[config.mk]
export PLATFORM = sky130hd
export DESIGN_NAME = i2c_expander_responder
export DESIGN_NICKNAME = d
export VERILOG_FILES = /design/src/rtl/i2c_pkg.sv /design/src/rtl/i2c_line_filter.sv /design/src/rtl/i2c_expander_responder.sv
export SDC_FILE = /design/constraint.sdc
export NUM_CORES = 1
export LEC_CHECK = 0
export CAP_MARGIN = 20
export CORE_UTILIZATION = 55
export DETAILED_ROUTE_END_ITERATION = 12
export GPL_ROUTABILITY_DRIVEN = 0
export PLACE_DENSITY_LB_ADDON = 0.3
export SLEW_MARGIN = 20
export SYNTH_ARGS = -nofsm -noshare
export SYNTH_HDL_FRONTEND = slang
export SYNTH_SLANG_ARGS = --single-unit
[constraint.sdc]
create_clock -name clk -period 1.9 [get_ports clk]
set_input_delay 0.38 -clock clk [delete_from_list [all_inputs] [get_ports clk]]
set_output_delay 0.38 -clock clk [all_outputs]
set_load 0.01 [all_outputs]
[src/rtl/i2c_pkg.sv]
// Shared I2C definitions: target state encoding and ACK/NACK bit levels.
// Used by both the expander responder and the existing I2C initiator.
package i2c_pkg;

    typedef enum logic [2:0] {
        IDLE,
        ADDR,
        ADDR_ACK,
        WRITE,
        WRITE_ACK,
        READ,
        READ_ACK,
        IGNORE
    } i2c_tgt_state_t;

    localparam logic I2C_ACK  = 1'b0;
    localparam logic I2C_NACK = 1'b1;

endpackage

[src/rtl/i2c_line_filter.sv]
// SCL/SDA synchroniser, stability filter and edge/START/STOP detector.
// Events are registered one-cycle pulses; sda is the filtered level aligned with them.
module i2c_line_filter #(
    parameter int SYNC_STAGES = 2,
    parameter int FILTER      = 3
) (
    input  logic clk,
    input  logic rst,
    input  logic scl_in,
    input  logic sda_in,
    output logic scl_rise,
    output logic scl_fall,
    output logic start,
    output logic stop,
    output logic sda
);

    localparam int CNT_W = (FILTER > 1) ? $clog2(FILTER) : 1;
    localparam logic [CNT_W-1:0] CNT_LAST = CNT_W'(FILTER - 1);

    logic [SYNC_STAGES-1:0] scl_sync;
    logic [SYNC_STAGES-1:0] sda_sync;
    logic [CNT_W-1:0]       scl_cnt;
    logic [CNT_W-1:0]       sda_cnt;
    logic                   scl_f;
    logic                   sda_f;
    logic                   scl_d;
    logic                   sda_d;

    // Lines reset to the idle-high bus level so leaving reset never looks like START.
    always_ff @(posedge clk or posedge rst) begin
        if (rst) begin
            scl_sync <= '1;
            sda_sync <= '1;
            scl_cnt  <= '0;
            sda_cnt  <= '0;
            scl_f    <= 1'b1;
            sda_f    <= 1'b1;
            scl_d    <= 1'b1;
            sda_d    <= 1'b1;
            scl_rise <= 1'b0;
            scl_fall <= 1'b0;
            start    <= 1'b0;
            stop     <= 1'b0;
        end else begin
            scl_sync <= {scl_sync[SYNC_STAGES-2:0], scl_in};
            sda_sync <= {sda_sync[SYNC_STAGES-2:0], sda_in};

            if (scl_sync[SYNC_STAGES-1] == scl_f) begin
                scl_cnt <= '0;
            end else if (scl_cnt == CNT_LAST) begin
                scl_f   <= scl_sync[SYNC_STAGES-1];
                scl_cnt <= '0;
            end else begin
                scl_cnt <= scl_cnt + 1'b1;
            end

            if (sda_sync[SYNC_STAGES-1] == sda_f) begin
                sda_cnt <= '0;
            end else if (sda_cnt == CNT_LAST) begin
                sda_f   <= sda_sync[SYNC_STAGES-1];
                sda_cnt <= '0;
            end else begin
                sda_cnt <= sda_cnt + 1'b1;
            end

            scl_d    <= scl_f;
            sda_d    <= sda_f;
            scl_rise <= scl_f & ~scl_d;
            scl_fall <= ~scl_f & scl_d;
            // SCL must be high on both sides of the SDA edge to count as START/STOP.
            start    <= scl_f & scl_d & sda_d & ~sda_f;
            stop     <= scl_f & scl_d & ~sda_d & sda_f;
        end
    end

    assign sda = sda_d;

endmodule

[src/rtl/i2c_expander_responder.sv]
// PCF8574-style I2C target: 8-bit write port and 8-bit read port behind one address.
// Filtering lives in i2c_line_filter; the protocol FSM is here.
module i2c_expander_responder #(
    parameter logic [6:0] ADDR        = 7'h27,
    parameter int         SYNC_STAGES = 2,
    parameter int         FILTER      = 3
) (
    input  logic       clk,
    input  logic       rst,
    input  logic       scl_in,
    input  logic       sda_in,
    output logic       sda_oe,
    output logic [7:0] port_out,
    input  logic [7:0] port_in,
    output logic       wr_strobe,
    output logic       rd_strobe,
    output logic       busy
);

    import i2c_pkg::*;

    logic           scl_rise;
    logic           scl_fall;
    logic           start;
    logic           stop;
    logic           sda;
    i2c_tgt_state_t state;
    logic [2:0]     bit_cnt;
    logic           byte_done;
    logic           rw;
    logic           ack_bit;
    logic [7:0]     shreg;
    logic [7:0]     tx;

    i2c_line_filter #(
        .SYNC_STAGES(SYNC_STAGES),
        .FILTER     (FILTER)
    ) u_filter (
        .clk     (clk),
        .rst     (rst),
        .scl_in  (scl_in),
        .sda_in  (sda_in),
        .scl_rise(scl_rise),
        .scl_fall(scl_fall),
        .start   (start),
        .stop    (stop),
        .sda     (sda)
    );

    always_ff @(posedge clk or posedge rst) begin
        if (rst) begin
            state     <= IDLE;
            bit_cnt   <= 3'd0;
            byte_done <= 1'b0;
            rw        <= 1'b0;
            ack_bit   <= I2C_NACK;
            sda_oe    <= 1'b0;
            port_out  <= 8'hFF;
            wr_strobe <= 1'b0;
            rd_strobe <= 1'b0;
            busy      <= 1'b0;
        end else begin
            wr_strobe <= 1'b0;
            rd_strobe <= 1'b0;
            if (stop) begin
                state  <= IDLE;
                sda_oe <= 1'b0;
                busy   <= 1'b0;
            end else if (start) begin
                state     <= i2c_pkg::ADDR;
                bit_cnt   <= 3'd0;
                byte_done <= 1'b0;
                sda_oe    <= 1'b0;
            end else begin
                case (state)
                    IDLE: ;
                    i2c_pkg::ADDR, WRITE: begin
                        if (scl_rise) begin
                            bit_cnt   <= bit_cnt + 3'd1;
                            byte_done <= (bit_cnt == 3'd7);
                        end else if (scl_fall && byte_done) begin
                            byte_done <= 1'b0;
                            if (state == WRITE) begin
                                sda_oe    <= 1'b1;
                                port_out  <= shreg;
                                wr_strobe <= 1'b1;
                                state     <= WRITE_ACK;
                            end else if (shreg[7:1] == ADDR) begin
                                sda_oe <= 1'b1;
                                busy   <= 1'b1;
                                rw     <= shreg[0];
                                state  <= ADDR_ACK;
                            end else begin
                                busy  <= 1'b0;
                                state <= IGNORE;
                            end
                        end
                    end
                    ADDR_ACK: begin
                        if (scl_fall) begin
                            bit_cnt <= 3'd0;
                            if (rw) begin
                                rd_strobe <= 1'b1;
                                sda_oe    <= ~port_in[7];
                                state     <= READ;
                            end else begin
                                sda_oe <= 1'b0;
                                state  <= WRITE;
                            end
                        end
                    end
                    WRITE_ACK: begin
                        if (scl_fall) begin
                            sda_oe <= 1'b0;
                            state  <= WRITE;
                        end
                    end
                    READ: begin
                        // bit_cnt counts bits already clocked out; 7 means bit 0 just went.
                        if (scl_fall) begin
                            bit_cnt <= bit_cnt + 3'd1;
                            if (bit_cnt == 3'd7) begin
                                sda_oe <= 1'b0;
                                state  <= READ_ACK;
                            end else begin
                                sda_oe <= ~tx[6];
                            end
                        end
                    end
                    READ_ACK: begin
                        if (scl_rise) begin
                            ack_bit <= sda;
                        end else if (scl_fall) begin
                            if (ack_bit == I2C_ACK) begin
                                bit_cnt   <= 3'd0;
                                rd_strobe <= 1'b1;
                                sda_oe    <= ~port_in[7];
                                state     <= READ;
                            end else begin
                                state <= IGNORE;
                            end
                        end
                    end
                    IGNORE: sda_oe <= 1'b0;
                    default: state <= IDLE;
                endcase
            end
        end
    end

    // Shift registers carry data only; their contents are meaningful once a byte is framed.
    always_ff @(posedge clk) begin
        if (scl_rise && (state == i2c_pkg::ADDR || state == WRITE)) begin
            shreg <= {shreg[6:0], sda};
        end
        if (scl_fall) begin
            if ((state == ADDR_ACK && rw) || (state == READ_ACK && ack_bit == I2C_ACK)) begin
                tx <= port_in;
            end else if (state == READ) begin
                tx <= {tx[6:0], 1'b0};
            end
        end
    end

endmodule

==> qor.yml, run 1 <==
ir_drop_v: 0.0008373
insertion_delay_ns: 0.31
nNetsFinal: 232
start_util_pct: 58.03
met2_usage_pct: 33.25
synth_xor_xnor_area_share_pct: 0.7439
cts_tree: "done"
finish.utilization_pct: 68.12
seq_area_um2: 1400
routed_via_density: 5.613
synth_top_family_by_area: "simple AND/OR/NAND/NOR gates"
status: "finished clean"
fin_crit_ns: 1.799
nFillCells: 290
coreArea_um2: 4058
rsz0062_at_grt: "false"
gr-usage-all-layers_pct: 20.80
holdPathEnd: "u_filter.sda_sync[1]$_DFF_PP1_"
synth_edf_count: 15
worstHoldStart: "u_filter.sda_sync[0]$_DFF_PP1_"
grt_pass1_vias: 1433
clkTransAtPathRegs_ns: 0.08
dp_hpwl_mm: 3.026
synth_nets: 198
worstPathMaxFanout: 9
cp.arrival_ns: 2.03
die_height_um: 67.43
ant_nets: 0
antenna_found_initial: 0
grt_util_met1_pct: 26.20
vias: 1510
hold_path_class: "flop to flop"
leakage_nw: 1.132
rr_startpoint: "u_filter.scl_rise$_DFF_PP0_"
synthDistinctLibCells: 48
start_kind: "flop"
cts_made_buffers: 5
power.density_nw_per_um2: 1380
antenna_cells: 0
seq_area_frac_synth_pct: 59.35
drtIter0Drc: 70
hold_path_depth: 0
gr-total-overflow: 0
cts.sinks: 52
drc: 0
die_w_um: 67.43
synth_area_um2: 2355
endpoint_kind: "flop"
multi_input_area_um2: 865.8
synth_cells: 184
drive_above_1_share_pct: 31.51
grt_max_degree: 38
cts_root_buffer: "clkbuf_8"
syn_avg_cell_area_um2: 12.80
slew_headroom_pct: 68.97
critical_path_class: "flop to flop"
required_ns: 2.13
gr-max-usage-layer: "met2"
finalSetupViolations: 0
use_met3_pct: 5.405
wl_per_cell_um: 15.23
worstRegToRegCells: 5
grt_pass1_wl_mm: 6.706
synth_compound_area_share_pct: 9.139
maxSlewViolCount: 0
synth-main-ff-cell: "dfrtp_1"
skew_ns: 0.009982
dieArea_um2: 4547
port_buffers: 23
fin_crit_sh_pct: 94.69
tightest_slew_ns: 0.4654
finalSetupTns_ns: 0
clock_path_buffers: 2
rows: 23
final_hold_viol_count: 0
h-tree-depth: 2
synth_seq_cells: 52
drv_cap: 0
hold_buffers: 0
r2r_setup_slack_ns: 0.10
synth_mux_area_share_pct: 10.41
ioPinCount: 24
yosysWarnings: 0
r2r-end: "port_out[1]$_DFFE_PP1P_"
firstDrtPassIters: 4
synth_fa_ha_area_share_pct: 1.063
max_freq_ghz: 0.5558
synthArstFlopShare_pct: 71.15
syn_to_final_growth_pct: 17.38
synth-simple-area-share_pct: 15.20
routed_wl_mm: 4.098
==> report_power, final <==
group / total (mW) / internal [mW] / switching, mW
Clock: 0.586 / 0.259 / 0.328
Combinational: 1.47 / 0.755 / 0.720
Sequential: 1.75 / 1.49 / 0.266
Total: 3.81 / 2.50 / 1.31
==> final cells by class <==
cell class	count	share of cell area [%]
clock buffer	7	2.761
clock inverter	1	0.1811
inverter	11	1.494
multi-input combinational	114	31.33
sequential	52	50.66
tap	50	2.263
timing repair buffer	34	11.32
==> cells in the mapped netlist (2+ instances only) <==
cell      number  area [µm²]
o21ai_0        4       20.02
nand4_1        2       12.51
nand2_1       12       45.04
buf_4          3       22.52
buf_2          2       10.01
o22ai_1        2       12.51
inv_1         11       41.29
dfrtp_1       20       500.5
mux2_2        20       225.2
nand3_1        4       20.02
nor2b_1        4       25.02
a21oi_1        7       35.03
dfstp_2       17       446.7
xnor2_1        2       17.52
nor2_1        14       52.55
mux2i_1        2       20.02
and3b_1        2       17.52
ha_1           2       25.02
nand2b_1       3       18.77
nor3_1         3       15.01
nor3b_1        6       45.04
buf_6          2       22.52
edfxtp_1      15       450.4
==> sequential cells by signal (all words and copies together) (netlist names), 2 cells and up <==
| signal | cells |
|---|---|
| u_filter.scl_cnt | 2 |
| u_filter.scl_sync | 2 |
| u_filter.sda_sync | 2 |
| tx | 7 |
| state | 3 |
| shreg | 8 |
| port_out | 8 |
| bit_cnt | 3 |
| u_filter.sda_cnt | 2 |
==> what timing repair did <==
| action | 4_1_cts | 5_1_grt |
|---|---|---|
| gates resized for setup | 0 | 3 |
| setup endpoints to repair | 0 | 16 |
| setup buffers | 0 | 1 |
==> per-layer routing <==
| layer | vias to the layer above | wire length (µm) |
|---|---|---|
| met1 | 732 | 1737 |
| met2 | 50 | 2060 |
| met5 | - | 0 |
| met3 | 8 | 217 |
| met4 | 0 | 82 |
| li1 | 720 | - |
==> cell usage in the layout (no fill, tap or decap), drive strengths merged, types with 3 or more instances in the layout <==
master         count
a21oi              7
buf               11
clkbuf             7
clkdlybuf4s50     23
dfrtp             20
dfstp             17
edfxtp            15
inv               11
mux2              20
nand2             12
nand2b             3
nand3              4
nor2              15
nor2b              6
nor3               4
nor3b              6
o21ai              5
==> worst max-delay path by stage <==
stage,startpoint,end,slack [ns],depth (start not counted)
floorplan,state[0]$_DFFE_PP0P_,tx[0]$_SDFFCE_PN0P_,0.14,5
global placement,state[1]$_DFFE_PP0P_,tx[3]$_DFFE_PP_,0.16,3
detailed placement,state[1]$_DFFE_PP0P_,tx[6]$_DFFE_PP_,0.07,3
CTS,state[1]$_DFFE_PP0P_,tx[6]$_DFFE_PP_,0.04,3
global route,state[0]$_DFFE_PP0P_,bit_cnt[1]$_DFFE_PP0P_,0.003,6
finish,u_filter.scl_rise$_DFF_PP0_,port_out[1]$_DFFE_PP1P_,0.10,5
==> cells by family (layout without fill, tap and decap cells) <==
logic type                 count (synthesis)  after routing
DFF                                       52             52
AOI/OAI and AO/OA                         27             27
xor gates and xnor gates                   2              2
buffers and inverters                     18             53
and+or+nand+nor                           61             61
muxes                                     22             22
adders and majority gates                  2              2
==> worst max-delay path: stages, from the launching register on <==
cell and delay [ns]:
dfrtp_1 0.47, and4b_1 0.36, nand2_1 0.11, nor3b_1 0.22
buf_4 0.22, mux2_2 0.35
==> through the flow <==
stage | setup slack (ns) | instances | area (µm²) | hold slack [ns] | total power, mW
detailed placement | 0.06895 | 260 | 2668 | 0.3470 | 3.196
finish | 0.1008 | 269 | 2764 | 0.3609 | 3.814
CTS | 0.03944 | 268 | 2749 | 0.3621 | 3.786
floorplan | 0.1439 | 184 | 2355 | 0.3452 | 2.846
global route | 0.002587 | 269 | 2764 | 0.3666 | 4.053
global placement | 0.1644 | 260 | 2668 | 0.3483 | 3.094
Note: power is estimated with default switching activity, not from simulation.
==> run 2: changes to the inputs <==
--- a/config.mk
+++ b/config.mk
@@ -6,6 +6,7 @@
 export NUM_CORES = 1
 export LEC_CHECK = 0
 export CAP_MARGIN = 20
+export CORE_ASPECT_RATIO = 1.4
 export CORE_UTILIZATION = 55
 export DETAILED_ROUTE_END_ITERATION = 12
 export GPL_ROUTABILITY_DRIVEN = 0
==> run 2 against run 1 <==
The flow now finishes with violations (DRC). Final cell count decreased by 3.7%. Clock power increased by 4.1%. Worst hold slack about the same. Power decreased by 0.60%. Setup slack improved by 0.042 ns. Sequential power about the same. Critical endpoint is now port_out[5].
==> qor.yml, run 2 (synthesis gave the netlist of run 1 again) <==
power_frac_comb_pct: 38.6
start_kind: "flop"
worstPathMaxFanout: 2
gr-usage-all-layers_pct: 21.06
skew_ns: 0.009453
path_cells: "clkdlybuf4s50_1"
slew_headroom_pct: 70.67
final_common_cell: "clkdlybuf4s50_1"
fin_crit_ns: 1.757
required_ns: 1.52
fin_crit_sh_pct: 92.46
start_util_pct: 58.57
syn_to_final_growth_pct: 15.99
power.internal_mw: 2.462
critical_path_class: "flop to primary output"
clock_path_buffers: 2
cp-startpoint: "port_out[5]$_DFFE_PP1P_"
power.density_nw_per_um2: 1388
dieArea_um2: 4551
port_buffers: 23
nNetsFinal: 229
rows: 27
fin_hold_ws_ns: 0.3611
antenna_found_initial: 0
finish.utilization_pct: 67.94
insertion_delay_ns: 0.31
routed_wl_mm: 4.254
cts_root_buffer: "clkbuf_8"
maxSlewViolCount: 0
gr-total-overflow: 0
vias: 1522
ant_nets: 0
h-tree-depth: 2
clkTransAtPathRegs_ns: 0.09
violations: "DRC"
design_area_um2: 2731
grt_pass1_vias: 1531
rr_startpoint: "state[1]$_DFFE_PP0P_"
ioPinCount: 24
finalSetupTns_ns: 0
power_frac_seq_pct: 45.3
routed_via_density: 5.876
firstDrtPassIters: 9
cts.sinks: 52
reg.largest.list: "port_out (8), shreg (8), tx (7)"
swShare_pct: 35.07
clkPwrFrac_pct: 16.1
grt_max_degree: 38
drc: 1
dpl_cell_area_um2: 2644
finalSetupViolations: 0
dp_hpwl_mm: 3.137
drv_cap: 0
max_freq_ghz: 0.5692
rsz0062_at_grt: "false"
cts_setup_buffers: 0
coreArea_um2: 4020
ir_drop_v: 0.0008673
status: "finished, violations left"
endpoint_kind: "primary output"
hold_buffers: 0
die_height_um: 79.42
tightest_slew_ns: 0.4399
cp.arrival_ns: 1.38
cp.buffers_inverters: 1
wl_per_cell_um: 16.42
drtIter0Drc: 83
worstHoldStart: "u_filter.scl_sync[0]$_DFF_PP1_"
antenna_cells: 0
grt_pass1_wl_mm: 7.093
cts_tree: "done"
final_cell_mix: "23 x clkdlybuf4s50_1, 20 x mux2_2, 19 x dfrtp_1, 17 x dfstp_2, 15 x edfxtp_1"
hold_path_class: "flop to flop"
drive_above_1_share_pct: 30.09
crit_slowest_cell: "dfstp_2"
final_hold_viol_count: 0
critPathMaxStageDelay_ns: 0.54
leakage_nw: 1.114
die_w_um: 57.30
path_delay_family: "flip-flops"
cts_made_buffers: 5
switchingPower_mw: 1.330
## run 2: power by group through the flow
stage	clock network [mW]	logic (mW)	registers (mW)
detailed placement	0	1.45	1.74
floorplan	0	1.19	1.66
global placement	0	1.37	1.71
finish	0.610	1.46	1.72
CTS	0.624	1.46	1.71
global route	0.661	1.61	1.76
## run 2: metal layers
metal  routed length, µm  track usage [%]  vias up
met5                   0                0        -
met4                 114            9.756        0
met3                 180            4.214       10
met2                2283            36.59       42
met1                1676            24.89      751
li1                    -                -      719
## run 2: what timing repair did
action | 4_1_cts | 5_1_grt
endpoints found under the setup margin | 0 | 1
endpoints found under the hold margin | 0 | 0
gates resized for setup | 0 | 2
## run 2: worst paths after layout
check | to | cells after the start | slack (ns)
worst min register to register | u_filter.scl_sync[1]$_DFF_PP1_ | 0 | 0.36
worst max register to register | tx[6]$_DFFE_PP_ | 5 | 0.16
worst min-delay path | u_filter.scl_sync[1]$_DFF_PP1_ | 0 | 0.36
min in group asynchronous | state[0]$_DFFE_PP0P_ | 3 | 0.47
max in group asynchronous | port_out[2]$_DFFE_PP1P_ | 3 | 1.09
worst max-delay path | port_out[5] | 1 | 0.14
## run 2: area by class of cell
cell class | count | area [µm²]
clock inverters | 1 | 8.758
inverters | 11 | 41.29
well taps | 43 | 53.80
multi-input cells | 114 | 862.1
repair buffers | 31 | 290.3
clock buffers | 7 | 76.32
flip-flops and latches | 52 | 1399
fillers | 317 | 1289
## run 2: worst register-to-register path, stage by stage (launching register included)
cell	delay (ns)
dfrtp_1	0.39
nor2b_2	0.34
a21boi_4	0.38
nor2_1	0.08
nor2_1	0.10
buf_4	0.17
## run 2: through the flow
stage / worst slack (ns) / total power [mW] / instances
floorplan: 0.1439 / 2.846 / 184
global placement: 0.1772 / 3.077 / 251
detailed placement: 0.1755 / 3.191 / 251
CTS: 0.1320 / 3.799 / 259
global route: 0.03306 / 4.028 / 259
finish: 0.1432 / 3.791 / 259
==> run 3: changes to the inputs <==
--- a/config.mk
+++ b/config.mk
@@ -5,9 +5,10 @@
 export SDC_FILE = /design/constraint.sdc
 export NUM_CORES = 1
 export LEC_CHECK = 0
-export CAP_MARGIN = 20
+export CELL_PAD_IN_SITES_DETAIL_PLACEMENT = 1
+export CELL_PAD_IN_SITES_GLOBAL_PLACEMENT = 2
 export CORE_ASPECT_RATIO = 1.4
-export CORE_UTILIZATION = 55
+export CORE_UTILIZATION = 39
 export DETAILED_ROUTE_END_ITERATION = 12
 export GPL_ROUTABILITY_DRIVEN = 0
 export PLACE_DENSITY_LB_ADDON = 0.3
==> run 3 against run 2 <==
The run now ends clean. Worst hold slack gained 0.0053 ns. Setup slack lost 0.0056 ns. Clock power increased by 1%. Fmax shrank 0.32%. Sequential share of layout area fell by 1.2 points. Clock skew barely moved. Critical path depth is 4 higher. Non-clock buffer count up 4. Core utilization is 20 points lower. Final cell count grew 12%. Via count increased by 1.6%. First-iteration DRC count shrank 37%.
==> qor.yml, run 3 (synthesis gave the netlist of run 1 again) <==
drc: 0
final_hold_viol_count: 0
die_height_um: 93.94
path_cells: "and4b_1, nand2_1, nor3b_1, buf_4, mux2_2"
cts_tree: "done"
max_freq_ghz: 0.5674
hold_path_class: "flop to flop"
drive_above_1_share_pct: 31.82
gr-total-overflow: 0
finalSetupViolations: 0
clock_path_buffers: 2
rows: 33
start_kind: "flop"
start_util_pct: 40.45
cts_made_buffers: 5
crit_slowest_cell: "dfrtp_1"
final_cell_mix: "23 x clkdlybuf4s50_1, 20 x mux2_2, 19 x dfrtp_1, 17 x dfstp_2, 15 x edfxtp_1"
ant_nets: 0
dieArea_um2: 6357
multi_input_area_um2: 862.1
routed_wl_mm: 4.829
seq_area_um2: 1399
ir_drop_v: 0.0007442
status: "finished clean"
use_met3_pct: 3.155
rr_startpoint: "u_filter.scl_rise$_DFF_PP0_"
finish.utilization_pct: 48.03
critPathMaxStageDelay_ns: 0.44
die_w_um: 67.67
drv_cap: 0
grt_max_degree: 38
clkTransAtPathRegs_ns: 0.09
hold_buffers: 0
finalSetupTns_ns: 0
dp_hpwl_mm: 3.663
antenna_found_initial: 0
grt_util_met1_pct: 20.14
grt_pass1_vias: 1721
critical_path_class: "flop to flop"
required_ns: 2.13
routed_via_density: 5.334
coreArea_um2: 5822
wl_per_cell_um: 16.65
firstDrtPassIters: 6
fin_crit_sh_pct: 92.76
worstRegToRegCells: 5
syn_to_final_growth_pct: 18.76
met2_usage_pct: 31.44
endpoint: "port_out[1]$_DFFE_PP1P_"
worstPathMaxFanout: 9
slew_headroom_pct: 68.47
nFillCells: 634
reg.largest.list: "port_out (8), shreg (8), tx (7)"
skew_ns: 0.009739
endpoint_kind: "flop"
h-tree-depth: 2
fin_crit_ns: 1.762
r2r_setup_slack_ns: 0.14
insertion_delay_ns: 0.30
ioPinCount: 24
r2r-end: "port_out[1]$_DFFE_PP1P_"
tightest_slew_ns: 0.4729
cp.arrival_ns: 1.99
cp-startpoint: "u_filter.scl_rise$_DFF_PP0_"
drtIter0Drc: 52
leakage_nw: 1.137
gr-usage-all-layers_pct: 17.66
gr-max-usage-layer: "met2"
antenna_cells: 0
grt_pass1_wl_mm: 8.266
power.density_nw_per_um2: 1388
cts.sinks: 52
nNetsFinal: 233
cts_root_buffer: "clkbuf_8"
maxSlewViolCount: 0
rsz0062_at_grt: "false"
port_buffers: 23
final_common_cell: "clkdlybuf4s50_1"
vias: 1547
[run 3: critical path, delay by kind of cell (launching register included)]
kind | cells | cell delay (ns)
AND/OR/NAND/NOR | 3 | 0.70
buffers and inverters | 1 | 0.21
multiplexers | 1 | 0.35
flip-flops | 1 | 0.44
[run 3: worst min path at each step]
stage,start,cells past startpoint,endpoint
2_1_floorplan,u_filter.scl_sync[0]$_DFF_PP1_,0,u_filter.scl_sync[1]$_DFF_PP1_
3_3_place_gp,u_filter.sda_sync[0]$_DFF_PP1_,0,u_filter.sda_sync[1]$_DFF_PP1_
3_5_place_dp,u_filter.scl_sync[0]$_DFF_PP1_,0,u_filter.scl_sync[1]$_DFF_PP1_
4_1_cts,u_filter.scl_sync[0]$_DFF_PP1_,0,u_filter.scl_sync[1]$_DFF_PP1_
5_1_grt,u_filter.sda_sync[0]$_DFF_PP1_,0,u_filter.sda_sync[1]$_DFF_PP1_
6_report,u_filter.sda_sync[0]$_DFF_PP1_,0,u_filter.sda_sync[1]$_DFF_PP1_
[run 3: report_power, final]
part	switching (mW)	leakage (nW)	total (mW)	internal, mW
sequential	0.241	0.572	1.73	1.48
combinational	0.780	0.520	1.54	0.758
clock	0.355	0.0456	0.618	0.263
total	1.38	1.14	3.88	2.51
[run 3: cell type report]
class                           instances  area share, %
Sequential cell                        52          50.02
Timing Repair Buffer                   35          11.45
Clock inverter                          2         0.4922
Multi-Input combinational cell        114          30.83
Clock buffer                            6          2.595
Tap cell                               70          3.132
Inverter                               11          1.477
[run 3: layer usage]
metal  vias up  wire length (µm)  part of all wire, %
li1        721                 -                    -
met1       787              1891                   39
met2        31              2723                   56
met3         8               121                  2.5
met4         0                93                  1.9
met5         -                 0                    0
[run 3: repair_timing]
| item | in CTS | in global routing |
|---|---|---|
| pin swaps | 0 | 0 |
| buffers inserted | 0 | 0 |
| resized for setup | 1 | 1 |
| endpoints found under the setup margin | 1 | 1 |
[run 3: through the flow]
step	instances	area, µm²	hold slack, ns	total power [mW]	setup WS (ns)
after floorplan	184	2355	0.3452	2.846	0.1439
after global placement	282	2708	0.3476	3.169	0.09658
after detailed placement	282	2708	0.3536	3.289	0.01568
after CTS	290	2795	0.3692	3.920	0.1299
after global routing	290	2796	0.3717	4.163	0.04985
final	290	2796	0.3664	3.881	0.1376
